## config.mk

```make
export PLATFORM = sky130hd
export DESIGN_NAME = mem_port_arbiter
export DESIGN_NICKNAME = d
export VERILOG_FILES = /design/src/rtl/mem_port_arbiter.sv
export SDC_FILE = /design/constraint.sdc
export NUM_CORES = 1
export LEC_CHECK = 0
export ABC_CLOCK_PERIOD_IN_PS = 2100
export BUFFER_PORTS_ARGS = -buffer_cell sky130_fd_sc_hd__buf_2
export CORE_MARGIN = 4
export CORE_UTILIZATION = 42
export CTS_CLUSTER_DIAMETER = 120
export DETAILED_ROUTE_END_ITERATION = 7
export PLACE_DENSITY_LB_ADDON = 0.3
export SLEW_MARGIN = 15
export SYNTH_ARGS = -nofsm -noshare
export SYNTH_HDL_FRONTEND = slang
export SYNTH_SLANG_ARGS = --single-unit
```

## constraint.sdc

```tcl
create_clock -name clk -period 2.1 [get_ports clk]
set_input_delay 0.21 -clock clk [delete_from_list [all_inputs] [get_ports clk]]
set_output_delay 0.21 -clock clk [all_outputs]
set_load 0.01 [all_outputs]
```

## src/rtl/mem_port_arbiter.sv

```systemverilog
// ---------------------------------------------------------------------------
// mem_port_arbiter
//   Two-port arbiter in front of a single memory port. Port 0 is the fetch
//   side (read only) and port 1 is the data side (read or write). One
//   transaction runs at a time. A transaction ends when mem_ready is seen, or
//   aborts with err after TIMEOUT unanswered wait cycles. Every output is
//   driven straight from a flop.
//
//   Optional feature macro: MEM_ARB_ROUND_ROBIN_EN
//     defined   - simultaneous requests alternate between the two ports,
//                 using the last_served flop.
//     undefined - simultaneous requests always go to port 1 (data priority).
//
// Ports
//   clk, rst_n             clock and asynchronous active-low reset
//   req0, addr0            fetch-side request and address
//   req1, addr1, wdata1,   data-side request, address, write data and
//   we1                    write enable
//   gnt0, gnt1             grant, held for the whole transaction
//   done0, done1           one-cycle completion pulse for each port
//   err                    one-cycle timeout pulse (together with done_x)
//   mem_valid, mem_we,     memory request, held stable while busy
//   mem_addr, mem_wdata
//   mem_ready, mem_rdata   memory handshake and read data
//   rdata                  read data of the last completed transaction
// ---------------------------------------------------------------------------
`timescale 1ns/1ps

module mem_port_arbiter #(
  parameter int unsigned TIMEOUT = 15,
  localparam int unsigned DATA_W = 16,
  localparam int unsigned WAIT_W = 8
) (
  input  logic              clk,
  input  logic              rst_n,
  input  logic              req0,
  input  logic [DATA_W-1:0] addr0,
  input  logic              req1,
  input  logic [DATA_W-1:0] addr1,
  input  logic [DATA_W-1:0] wdata1,
  input  logic              we1,
  output logic              gnt0,
  output logic              gnt1,
  output logic              done0,
  output logic              done1,
  output logic              err,
  output logic              mem_valid,
  output logic              mem_we,
  output logic [DATA_W-1:0] mem_addr,
  output logic [DATA_W-1:0] mem_wdata,
  input  logic              mem_ready,
  input  logic [DATA_W-1:0] mem_rdata,
  output logic [DATA_W-1:0] rdata
);

  typedef enum logic [1:0] {
    ST_IDLE  = 2'd0,
    ST_BUSY0 = 2'd1,
    ST_BUSY1 = 2'd2
  } state_e;

  state_e state_q, state_d;

  logic              gnt0_q, gnt0_d;
  logic              gnt1_q, gnt1_d;
  logic              done0_q, done0_d;
  logic              done1_q, done1_d;
  logic              err_q, err_d;
  logic              mem_valid_q, mem_valid_d;
  logic              mem_we_q, mem_we_d;
  logic [DATA_W-1:0] mem_addr_q, mem_addr_d;
  logic [DATA_W-1:0] mem_wdata_q, mem_wdata_d;
  logic [DATA_W-1:0] rdata_q, rdata_d;
  logic [WAIT_W-1:0] wait_q, wait_d;

  logic pick0;
  logic pick1;
  logic timeout_hit;

  // Arbitration: which port wins if the FSM is idle this cycle
`ifdef MEM_ARB_ROUND_ROBIN_EN
  logic last_served_q, last_served_d;

  // On contention, serve the port that did not win last time
  assign pick1 = req1 & (~req0 | ~last_served_q);
`else
  // On contention the data side always wins
  assign pick1 = req1;
`endif
  assign pick0 = req0 & ~pick1;

  assign timeout_hit = (wait_q == WAIT_W'(TIMEOUT));

  // State register
  always_ff @(posedge clk or negedge rst_n) begin
    if (!rst_n) begin
      state_q <= ST_IDLE;
    end else begin
      state_q <= state_d;
    end
  end

  // Next-state logic
  always_comb begin
    state_d = state_q;
    case (state_q)
      ST_IDLE: begin
        if (pick1) begin
          state_d = ST_BUSY1;
        end else if (pick0) begin
          state_d = ST_BUSY0;
        end
      end
      ST_BUSY0, ST_BUSY1: begin
        // mem_ready wins over a timeout on the same edge
        if (mem_ready || timeout_hit) begin
          state_d = ST_IDLE;
        end
      end
      default: state_d = ST_IDLE;
    endcase
  end

  // Output / datapath next values; all of them land in flops below
  always_comb begin
    gnt0_d      = gnt0_q;
    gnt1_d      = gnt1_q;
    done0_d     = 1'b0;
    done1_d     = 1'b0;
    err_d       = 1'b0;
    mem_valid_d = mem_valid_q;
    mem_we_d    = mem_we_q;
    mem_addr_d  = mem_addr_q;
    mem_wdata_d = mem_wdata_q;
    rdata_d     = rdata_q;
    wait_d      = wait_q;
`ifdef MEM_ARB_ROUND_ROBIN_EN
    last_served_d = last_served_q;
`endif
    case (state_q)
      ST_IDLE: begin
        if (pick1) begin
          gnt1_d      = 1'b1;
          mem_valid_d = 1'b1;
          mem_we_d    = we1;
          mem_addr_d  = addr1;
          mem_wdata_d = wdata1;
          wait_d      = '0;
`ifdef MEM_ARB_ROUND_ROBIN_EN
          last_served_d = 1'b1;
`endif
        end else if (pick0) begin
          // Fetch side is read only
          gnt0_d      = 1'b1;
          mem_valid_d = 1'b1;
          mem_we_d    = 1'b0;
          mem_addr_d  = addr0;
          mem_wdata_d = '0;
          wait_d      = '0;
`ifdef MEM_ARB_ROUND_ROBIN_EN
          last_served_d = 1'b0;
`endif
        end
      end
      ST_BUSY0, ST_BUSY1: begin
        if (mem_ready || timeout_hit) begin
          gnt0_d      = 1'b0;
          gnt1_d      = 1'b0;
          mem_valid_d = 1'b0;
          done0_d     = (state_q == ST_BUSY0);
          done1_d     = (state_q == ST_BUSY1);
          // An abort keeps the previous read data
          if (mem_ready) begin
            rdata_d = mem_rdata;
          end else begin
            err_d = 1'b1;
          end
        end else begin
          wait_d = wait_q + WAIT_W'(1);
        end
      end
      default: begin
        gnt0_d      = 1'b0;
        gnt1_d      = 1'b0;
        mem_valid_d = 1'b0;
      end
    endcase
  end

  // Output and datapath registers
  always_ff @(posedge clk or negedge rst_n) begin
    if (!rst_n) begin
      gnt0_q      <= 1'b0;
      gnt1_q      <= 1'b0;
      done0_q     <= 1'b0;
      done1_q     <= 1'b0;
      err_q       <= 1'b0;
      mem_valid_q <= 1'b0;
      mem_we_q    <= 1'b0;
      mem_addr_q  <= '0;
      mem_wdata_q <= '0;
      rdata_q     <= '0;
      wait_q      <= '0;
`ifdef MEM_ARB_ROUND_ROBIN_EN
      last_served_q <= 1'b1;
`endif
    end else begin
      gnt0_q      <= gnt0_d;
      gnt1_q      <= gnt1_d;
      done0_q     <= done0_d;
      done1_q     <= done1_d;
      err_q       <= err_d;
      mem_valid_q <= mem_valid_d;
      mem_we_q    <= mem_we_d;
      mem_addr_q  <= mem_addr_d;
      mem_wdata_q <= mem_wdata_d;
      rdata_q     <= rdata_d;
      wait_q      <= wait_d;
`ifdef MEM_ARB_ROUND_ROBIN_EN
      last_served_q <= last_served_d;
`endif
    end
  end

  assign gnt0      = gnt0_q;
  assign gnt1      = gnt1_q;
  assign done0     = done0_q;
  assign done1     = done1_q;
  assign err       = err_q;
  assign mem_valid = mem_valid_q;
  assign mem_we    = mem_we_q;
  assign mem_addr  = mem_addr_q;
  assign mem_wdata = mem_wdata_q;
  assign rdata     = rdata_q;

endmodule

```

==> results.ini <==
[synthesis]
synth-seq-cells = 65
yosysWarningCount = 0
synth_cells = 221
postSynthAreaPerCell_um2 = 12.5
yosysTopAreaCell = dfrtp_1
synth_top_area_share_pct = 59.1
syn_area_mm2 = 0.00275
synth_common_cells = 65 x dfrtp_1, 23 x nand2_1, 21 x a22o_1
synth_cell_types = 37
yosys.cell_count.top_type = dfrtp_1
yosys-top-cells-area = dfrtp_1 59%, a22o_1 6.7%, mux2_1 6.5%
yosys_most_used_dff = dfrtp_1
synth-seq-area-share_pct = 59.1
synth_edf_count = 0
synth-async-reset-ratio_pct = 100
syn-num-nets = 295

[worst_hold_path]
min_path_type = in -> reg
hold_path_depth = 2

[placement]
hpwl_um = 4360
place_ws_ns = 0.0632
placedCellCount = 416
finalWeightedCongestion = 0.749
io_buffers = 124

[cells_and_area]
nets = 425
antenna_cells = 0
area_delta_synth_final_pct = 35.6
area.sequential_mm2 = 0.00163
drive_gt1_share_pct = 43.5
multiInputGateArea_mm2 = 0.00106
stdcell_count = 433
nFillCells = 539
utilization_pct = 58.8

[worst_setup_path]
r2r_start = state_q[0]
required_ns = 2.31
ff2ff_setup_slack_ns = 0.15
worstSetupStartpoint = state_q[0]
worstRegToRegCells = 6
cp.arrival_ns = 2.16
cp-start-kind = flop
reg2reg_to = wait_q[2]
end_kind = flop
path_class = reg -> reg
critical_path.max_fanout = 8
setup.worst_path.end = wait_q[2]

[clock_tree]
numCtsBuffers = 9
cts_max_level = 3
clkSinkCount = 65
cts_setup_buffers = 0
clk_latency_ns = 0.33
cts.clk_slew.worst_paths_ns = 0.07
clockBufferDepth = 2
cts_tree = done
root_buffer = clkbuf_8

[run]
drv_cap = 0

[drt]
drc = 0
routedWlPerCell_um = 13.5
drt_iter0_drc = 49
routed_wl_um = 5850
via_per_inst = 4.88
drt_first_pass_iters = 4
num_vias = 2115
ant_nets = 0

[die]
initial_core_util_pct = 43.3
die-area_mm2 = 0.00791
core-area_mm2 = 0.00635
fp.dieH_um = 89.0
row_count = 29
die_w_um = 89.0
ios = 125

[sta]
max_clock_freq_mhz = 512
finalSetupViolCount = 0
worst_slack_ns = 0.148
rsz0062_at_grt = false
hold_violations = 0
fin_crit_ns = 1.95
drv_slew = 0
finalSetupTns_ns = 0
finalClockSkew_ns = 0.0134
worstMarginPinSlew_ns = 0.658
timing.final.crit_share_pct = 92.9
relSlewSlack_pct = 56.1

[global_route]
grt_usage_pct = 15.6
grt_max_degree = 50
grt_pass1_wl_um = 9470
overflow = 0
grt_pass1_vias = 2148
antenna_found_initial = 0

[status]
status = completed

[power]
p_leak_nw = 1.94
p_per_area_mw_per_mm2 = 1430
vdd_ir_drop_max_uv = 726

==> worst max-delay path, cell delays in order, from the launching register on <==
cell and delay (ns):
dfrtp_1 0.38, inv_1 0.07, ha_1 0.38, nand4_1 0.14, o21ai_2 0.07, or3_4 0.43, a221o_1 0.36
==> logic make-up after synthesis <==
logic type | count (synthesis) | synth area share [%]
flip-flops | 65 | 59.1
AO/OA/AOI/OAI | 53 | 13.8
AND/OR/NAND/NOR | 49 | 9.32
multiplexers | 33 | 12.8
buffers and inverters | 16 | 2.86
adder cells (fa/ha/maj) | 4 | 1.82
XOR/XNOR | 1 | 0.318
==> how the worst min path moves through the flow <==
| stage | from | endpoint |
|---|---|---|
| 5_1_grt | mem_rdata[6] | rdata[6] |
| 3_5_place_dp | rst_n | rdata[4] |
| 4_1_cts | mem_rdata[7] | rdata[7] |
| 2_1_floorplan | rst_n | done0 |
| 6_report | mem_rdata[7] | rdata[7] |
| 3_3_place_gp | rst_n | rdata[4] |
==> through the flow <==
step                      power (mW)  hold slack, ns  instance area [um2]
after floorplan                 3.32         -0.0856                 2750
after global placement          4.11           0.264                 3480
after detailed placement        4.16           0.278                 3480
after CTS                       5.42          0.0696                 3730
after global routing            5.76          0.0744                 3730
final                           5.35          0.0850                 3730
==> power breakdown <==
| group | leakage, nW | switching (mW) | internal, mW |
|---|---|---|---|
| Combinational | 1.01 | 1.10 | 0.946 |
| Clock | 0.118 | 0.453 | 0.790 |
| Sequential | 0.815 | 0.275 | 1.79 |
==> placed cells by master (no fill, tap or decap), types with 3 or more instances in the layout <==
cell / Yosys / final
o21ai_1: 19 / 18
ha_1: 4 / 4
bufinv_16: 0 / 3
nor2_1: 3 / 3
a21oi_1: 4 / 4
mux2i_1: 16 / 16
clkbuf_8: 0 / 9
buf_2: 3 / 124
buf_4: 0 / 3
inv_1: 4 / 4
dfrtp_1: 65 / 65
nor3_1: 4 / 4
nand2_1: 23 / 23
a22o_1: 21 / 21
mux2_1: 16 / 16
and2_1: 4 / 4
==> layer usage <==
| layer | global-route usage [%] | vias up | routed length, um |
|---|---|---|---|
| met5 | 0 | - | 0 |
| met4 | 7.17 | 0 | 88 |
| met3 | 4.79 | 8 | 557 |
| met2 | 25.0 | 93 | 2650 |
| met1 | 19.5 | 961 | 2560 |
| li1 | - | 1053 | - |
==> registers in the layout, indices dropped and copies added (netlist names), 2 cells and up <==
register	flops
mem_addr	16
rdata	16
mem_wdata	16
state_q	2
wait_q	8
==> final cells by class <==
cell class                      instances  share of cell area (%)
Inverter                                5                   0.503
Tap cell                               77                    2.58
Clock inverter                          5                    2.78
Multi-Input combinational cell        140                    28.5
Sequential cell                        65                    43.6
Clock buffer                           11                    3.52
Timing Repair Buffer                  130                    18.6
==> repair_timing <==
action | in CTS | in global routing
hold buffers | 1 | 0
endpoints found under the hold margin | 28 | 0
gates resized for setup | 0 | 1
setup endpoints to repair | 0 | 2
No activity file was read; power rests on OpenSTA's default activity.
